<file path="src/rtl/serial_frame_rx.sv">
// Serial frame receiver: start bit, WIDTH data bits LSB first, stop bit, one-entry valid/ready buffer.
// Define SERIAL_FRAME_RX_PARITY_EN to add an even-parity bit between the data bits and the stop bit.
module serial_frame_rx #(
    parameter int   WIDTH    = 8,
    parameter logic IDLE_VAL = 1'b1
) (
    input  logic             clk,
    input  logic             rst,
    input  logic             sdi,
    input  logic             bit_en,
    output logic [WIDTH-1:0] out_data,
    output logic             out_valid,
    input  logic             out_ready,
    output logic             frame_err,
    output logic             overrun
`ifdef SERIAL_FRAME_RX_PARITY_EN
    ,
    output logic             parity_err
`endif
);

    localparam int CW = $clog2(WIDTH + 1);

`ifdef SERIAL_FRAME_RX_PARITY_EN
    typedef enum logic [1:0] {IDLE, DATA, PARITY, STOP} state_t;
`else
    typedef enum logic [1:0] {IDLE, DATA, STOP} state_t;
`endif

    state_t           state_q;
    logic [CW-1:0]    cnt_q;
    logic [WIDTH-1:0] shift_q;
    logic [WIDTH-1:0] shift_d;
    logic [WIDTH-1:0] out_data_q;
    logic             out_valid_q;
    logic             frame_err_q;
    logic             overrun_q;
    logic             par_bad_q;
`ifdef SERIAL_FRAME_RX_PARITY_EN
    logic             parity_err_q;
`endif

    // Shift right with the new bit entering at the MSB, so after WIDTH strobes
    // the first-received bit sits at bit 0.
    always_comb begin
        shift_d = (shift_q >> 1) | (WIDTH'(sdi) << (WIDTH - 1));
    end

    always_ff @(posedge clk) begin
        if (rst) begin
            state_q      <= IDLE;
            cnt_q        <= '0;
            shift_q      <= '0;
            out_data_q   <= '0;
            out_valid_q  <= 1'b0;
            frame_err_q  <= 1'b0;
            overrun_q    <= 1'b0;
            par_bad_q    <= 1'b0;
`ifdef SERIAL_FRAME_RX_PARITY_EN
            parity_err_q <= 1'b0;
`endif
        end else begin
            frame_err_q <= 1'b0;
`ifdef SERIAL_FRAME_RX_PARITY_EN
            parity_err_q <= 1'b0;
`endif
            if (out_valid_q && out_ready) begin
                out_valid_q <= 1'b0;
            end
            if (bit_en) begin
                case (state_q)
                    IDLE: begin
                        if (sdi != IDLE_VAL) begin
                            state_q   <= DATA;
                            cnt_q     <= '0;
                            par_bad_q <= 1'b0;
                        end
                    end
                    DATA: begin
                        shift_q <= shift_d;
                        cnt_q   <= cnt_q + CW'(1);
                        if (cnt_q == CW'(WIDTH - 1)) begin
`ifdef SERIAL_FRAME_RX_PARITY_EN
                            state_q <= PARITY;
`else
                            state_q <= STOP;
`endif
                        end
                    end
`ifdef SERIAL_FRAME_RX_PARITY_EN
                    PARITY: begin
                        par_bad_q <= (^shift_q) ^ sdi;
                        state_q   <= STOP;
                    end
`endif
                    STOP: begin
                        state_q <= IDLE;
`ifdef SERIAL_FRAME_RX_PARITY_EN
                        parity_err_q <= par_bad_q;
`endif
                        if (sdi != IDLE_VAL) begin
                            frame_err_q <= 1'b1;
                        end else if (!par_bad_q) begin
                            // A word leaving this cycle frees the buffer for the new one.
                            if (!out_valid_q || out_ready) begin
                                out_data_q  <= shift_q;
                                out_valid_q <= 1'b1;
                            end else begin
                                overrun_q <= 1'b1;
                            end
                        end
                    end
                    default: begin
                        state_q <= IDLE;
                    end
                endcase
            end
        end
    end

    assign out_data  = out_data_q;
    assign out_valid = out_valid_q;
    assign frame_err = frame_err_q;
    assign overrun   = overrun_q;
`ifdef SERIAL_FRAME_RX_PARITY_EN
    assign parity_err = parity_err_q;
`endif

endmodule
</file>
<file path="config.mk">
export PLATFORM = sky130hd
export DESIGN_NAME = serial_frame_rx
export DESIGN_NICKNAME = d
export VERILOG_FILES = /design/src/rtl/serial_frame_rx.sv
export SDC_FILE = /design/constraint.sdc
export NUM_CORES = 1
export LEC_CHECK = 0
export BUFFER_PORTS_ARGS = -buffer_cell sky130_fd_sc_hd__buf_4
export CAP_MARGIN = 20
export CORE_MARGIN = 3
export CORE_UTILIZATION = 48
export DETAILED_ROUTE_END_ITERATION = 7
export PLACE_DENSITY_LB_ADDON = 0.12
export SLEW_MARGIN = 20
export SYNTH_ARGS = -nofsm -noshare
export SYNTH_HDL_FRONTEND = slang
export SYNTH_SLANG_ARGS = --single-unit
</file>
<file path="constraint.sdc">
create_clock -name clk -period 1.35 [get_ports clk]
set_input_delay 0.0675 -clock clk [delete_from_list [all_inputs] [get_ports clk]]
set_output_delay 0.0675 -clock clk [all_outputs]
set_load 0.05 [all_outputs]
</file>
==> summary.txt <==
Maximum clock insertion buffer count: 2
Crit-path cells: inv_1 -> or4_1 -> a31oi_1
Design area: 0.001205 mm2
CTS tree: done
Grt ovf: 0
Clock transition at path regs: 0.14 ns
CP max FO: 8
Net Count, Synth: 116
Combinational share of power: 5.5%
Clock root buffer: clkbuf_4
# IOs: 16
CTS buffer count: 3
Worst Tran Pin Value: 0.3240 ns
Vias in the first global route: 711
Final total power: 1154 uW
Post-synth ARST share: 0%
GRT Total Usage: 16.25%
Post-synthesis cell count: 110
Setup_tns: 0 ns
Row Count: 16
Initial Util: 51.25%
Initial antenna violation count: 0
Worst Hold Launch: sdi
Register bit total from synthesis: 25
Fin crit share: 90.02%
Internal: 885.1 uW
Mapped Area: 0.001026 mm2
Worst slew margin: 78.40%
Min-Delay Path Class: input port to register
Unique cell type count in the Yosys netlist: 25
Clk pwr share: 29.6%
Layout net count: 132
Largest stage delay, worst path: 0.49 ns
Worst R2R End: cnt_q[3]
Sw Ratio: 23.30%
Hold path depth: 3
Chip Height: 52.23 um
CP Data Required Time: 1.61 ns
Util after Layout: 60.19%
Via count: 814
Final ANT Viol Nets: 0
Die footprint: 0.002728 mm2
Vias/cell: 5.355
Hold Buf Count CTS: 0
Critical path launch point type: register
Minimum clock period: 1.215 ns
Final hold vios: 0
Core footprint: 0.002002 mm2
Final setup viols: 0
Pins Over Slew Limit: 0
Port-buffer cells: 15
Post-DP Area: 0.001165 mm2
Average size of a mapped cell: 9.327 um2
Area growth, synth to finish: 17.44%
CP endpoint kind: register
Seq/Total Area, Yosys: 48.78%
Post-synth top flop: dfxtp_1
Ant. Diodes: 0
Worst r2r src: state_q[0]
Share of layout cells above drive strength 1: 24.00%
Global-route wire length before repair: 3346 um
Worst reg2reg setup slack: 0.13 ns
Latest clock arrival within the worst-skew pair: 0.32 ns
Worst Path Arrival: 1.48 ns
CTS sink count: 25
Worst Reg-to-Reg Cells: 3
Final hold slack: 0.03941 ns
Largest net degree at the start of global routing: 26
Area contributors post-synth: dfxtp_1 (49%), mux2i_1 (7.8%), a21oi_1 (6.8%)
Peak Freq: 0.8228 GHz
Synth area leader: dfxtp_1
Sequential power share: 65.0%
RSZ-0062 raised after global routing: no
Synth top area share: 48.78%
Slowest CP cell: or4_1
Switching pwr: 268.9 uW
Chip Width: 52.23 um
H-tree levels: 1
EDFF count, synth: 0
DRC viols: 0
Detailed placement HPWL: 1365 um
WL final: 1908 um
Worst IR Drop VDD: 0.7496 mV
Initial DRT Pass Iterations: 4
Crit Path Category: register to register
Hold Path End: shift_q[7]
Worst Skew: 0.001778 ns
WL/cell: 12.55 um
Routability Congestion: 0.8054
Leak Pwr: 0.0004939 uW
Ys Warns: 0
Max Cap Viol: 0
PwrDens: 957.8 mW/mm2
Initial DRC count: 10
Status: finished, final reports clean
## worst max-delay path by stage
| stage | startpoint | endpoint | depth (start not counted) |
|---|---|---|---|
| 3_5_place_dp | state_q[0] | cnt_q[3] | 3 |
| 2_1_floorplan | out_valid | out_data[2] | 3 |
| 4_1_cts | state_q[0] | cnt_q[3] | 3 |
| 3_3_place_gp | state_q[0] | cnt_q[3] | 3 |
| 5_1_grt | state_q[0] | cnt_q[3] | 3 |
| 6_report | state_q[0] | cnt_q[3] | 3 |
## registers in the layout, indices dropped and copies added (netlist names)
name       cells
out_data       8
shift_q        8
cnt_q          4
state_q        2
frame_err      1
out_valid      1
overrun        1
## layout by cell type (no fill, tap or decap)
cell,synthesis,routed
nor2_1,9,9
nand3_1,10,10
nand3b_1,1,1
clkinvlp_4,0,1
nand2b_4,1,1
mux2i_1,8,8
and3b_2,1,1
nand4b_1,3,3
or2b_1,1,1
clkbuf_4,0,3
o31ai_1,1,1
nor3b_1,2,2
nor2b_1,4,4
or4_1,1,1
a31oi_1,1,1
buf_4,3,18
dfxtp_1,25,23
buf_12,0,1
dfxtp_2,0,2
and4b_2,1,1
and4bb_2,1,1
inv_1,1,1
nand2b_1,1,1
ha_1,1,1
o21ai_0,14,14
or2_2,1,1
a21oi_1,14,14
## power groups by stage
stage	combinational [uW]	sequential (uW)	clock, uW
global route	69.7	752	376
global placement	62.7	765	0
floorplan	47.2	761	0
CTS	63.7	749	359
finish	63.2	750	341
detailed placement	63.4	765	0
## area by class of cell
class,instances,area (um2)
inverters,1,3.754
multi-input cells,76,479.2
repair buffers,19,155.1
well taps,27,33.78
fillers,187,797.0
clock inverters,1,7.507
clock buffers,3,22.52
flip-flops and latches,25,503.0
## stage by stage
stage	worst slack (ns)	instances
3_5_place_dp	0.07960	147
4_1_cts	0.04305	151
5_1_grt	0.03620	152
6_report	0.1347	152
2_1_floorplan	0.02762	110
3_3_place_gp	0.08820	147
## repair_timing
action,in CTS,in global routing
resized for setup,0,2
setup endpoints to repair,0,9
hold endpoints to repair,0,0
buffers inserted,0,1
## worst max-delay path, delay by kind of cell, from the launching register on
| kind | cells | cell delay [ns] |
|---|---|---|
| AO/OA/AOI/OAI | 1 | 0.16 |
| buffers and inverters | 1 | 0.09 |
| flip-flops | 1 | 0.42 |
| AND/OR/NAND/NOR | 1 | 0.49 |
## cells in the mapped netlist (all sizes together), types with 2 or more instances
cell type,number
nor2,9
a21oi,14
o21ai,14
nand2b,2
nor3b,2
clkbuf,4
dfxtp,25
mux2i,8
nor2b,4
nand3,10
nand4b,3
buf,4
## logic make-up after synthesis
logic type               synth area share, %
AO/OA/AOI/OAI                          15.00
AND/OR/NAND/NOR                        22.68
flip-flops                             48.78
adder cells (fa/ha/maj)                1.219
buffers and inverters                  4.511
multiplexers                           7.805
## routing by layer
metal,up-vias,track usage [%],share of wire [%]
li1,421,-,-
met1,371,24.20,54
met2,20,23.64,40
met3,2,2.849,5.4
met4,0,5.106,0.94
met5,-,0,0
(Power assumes the default switching activity.)
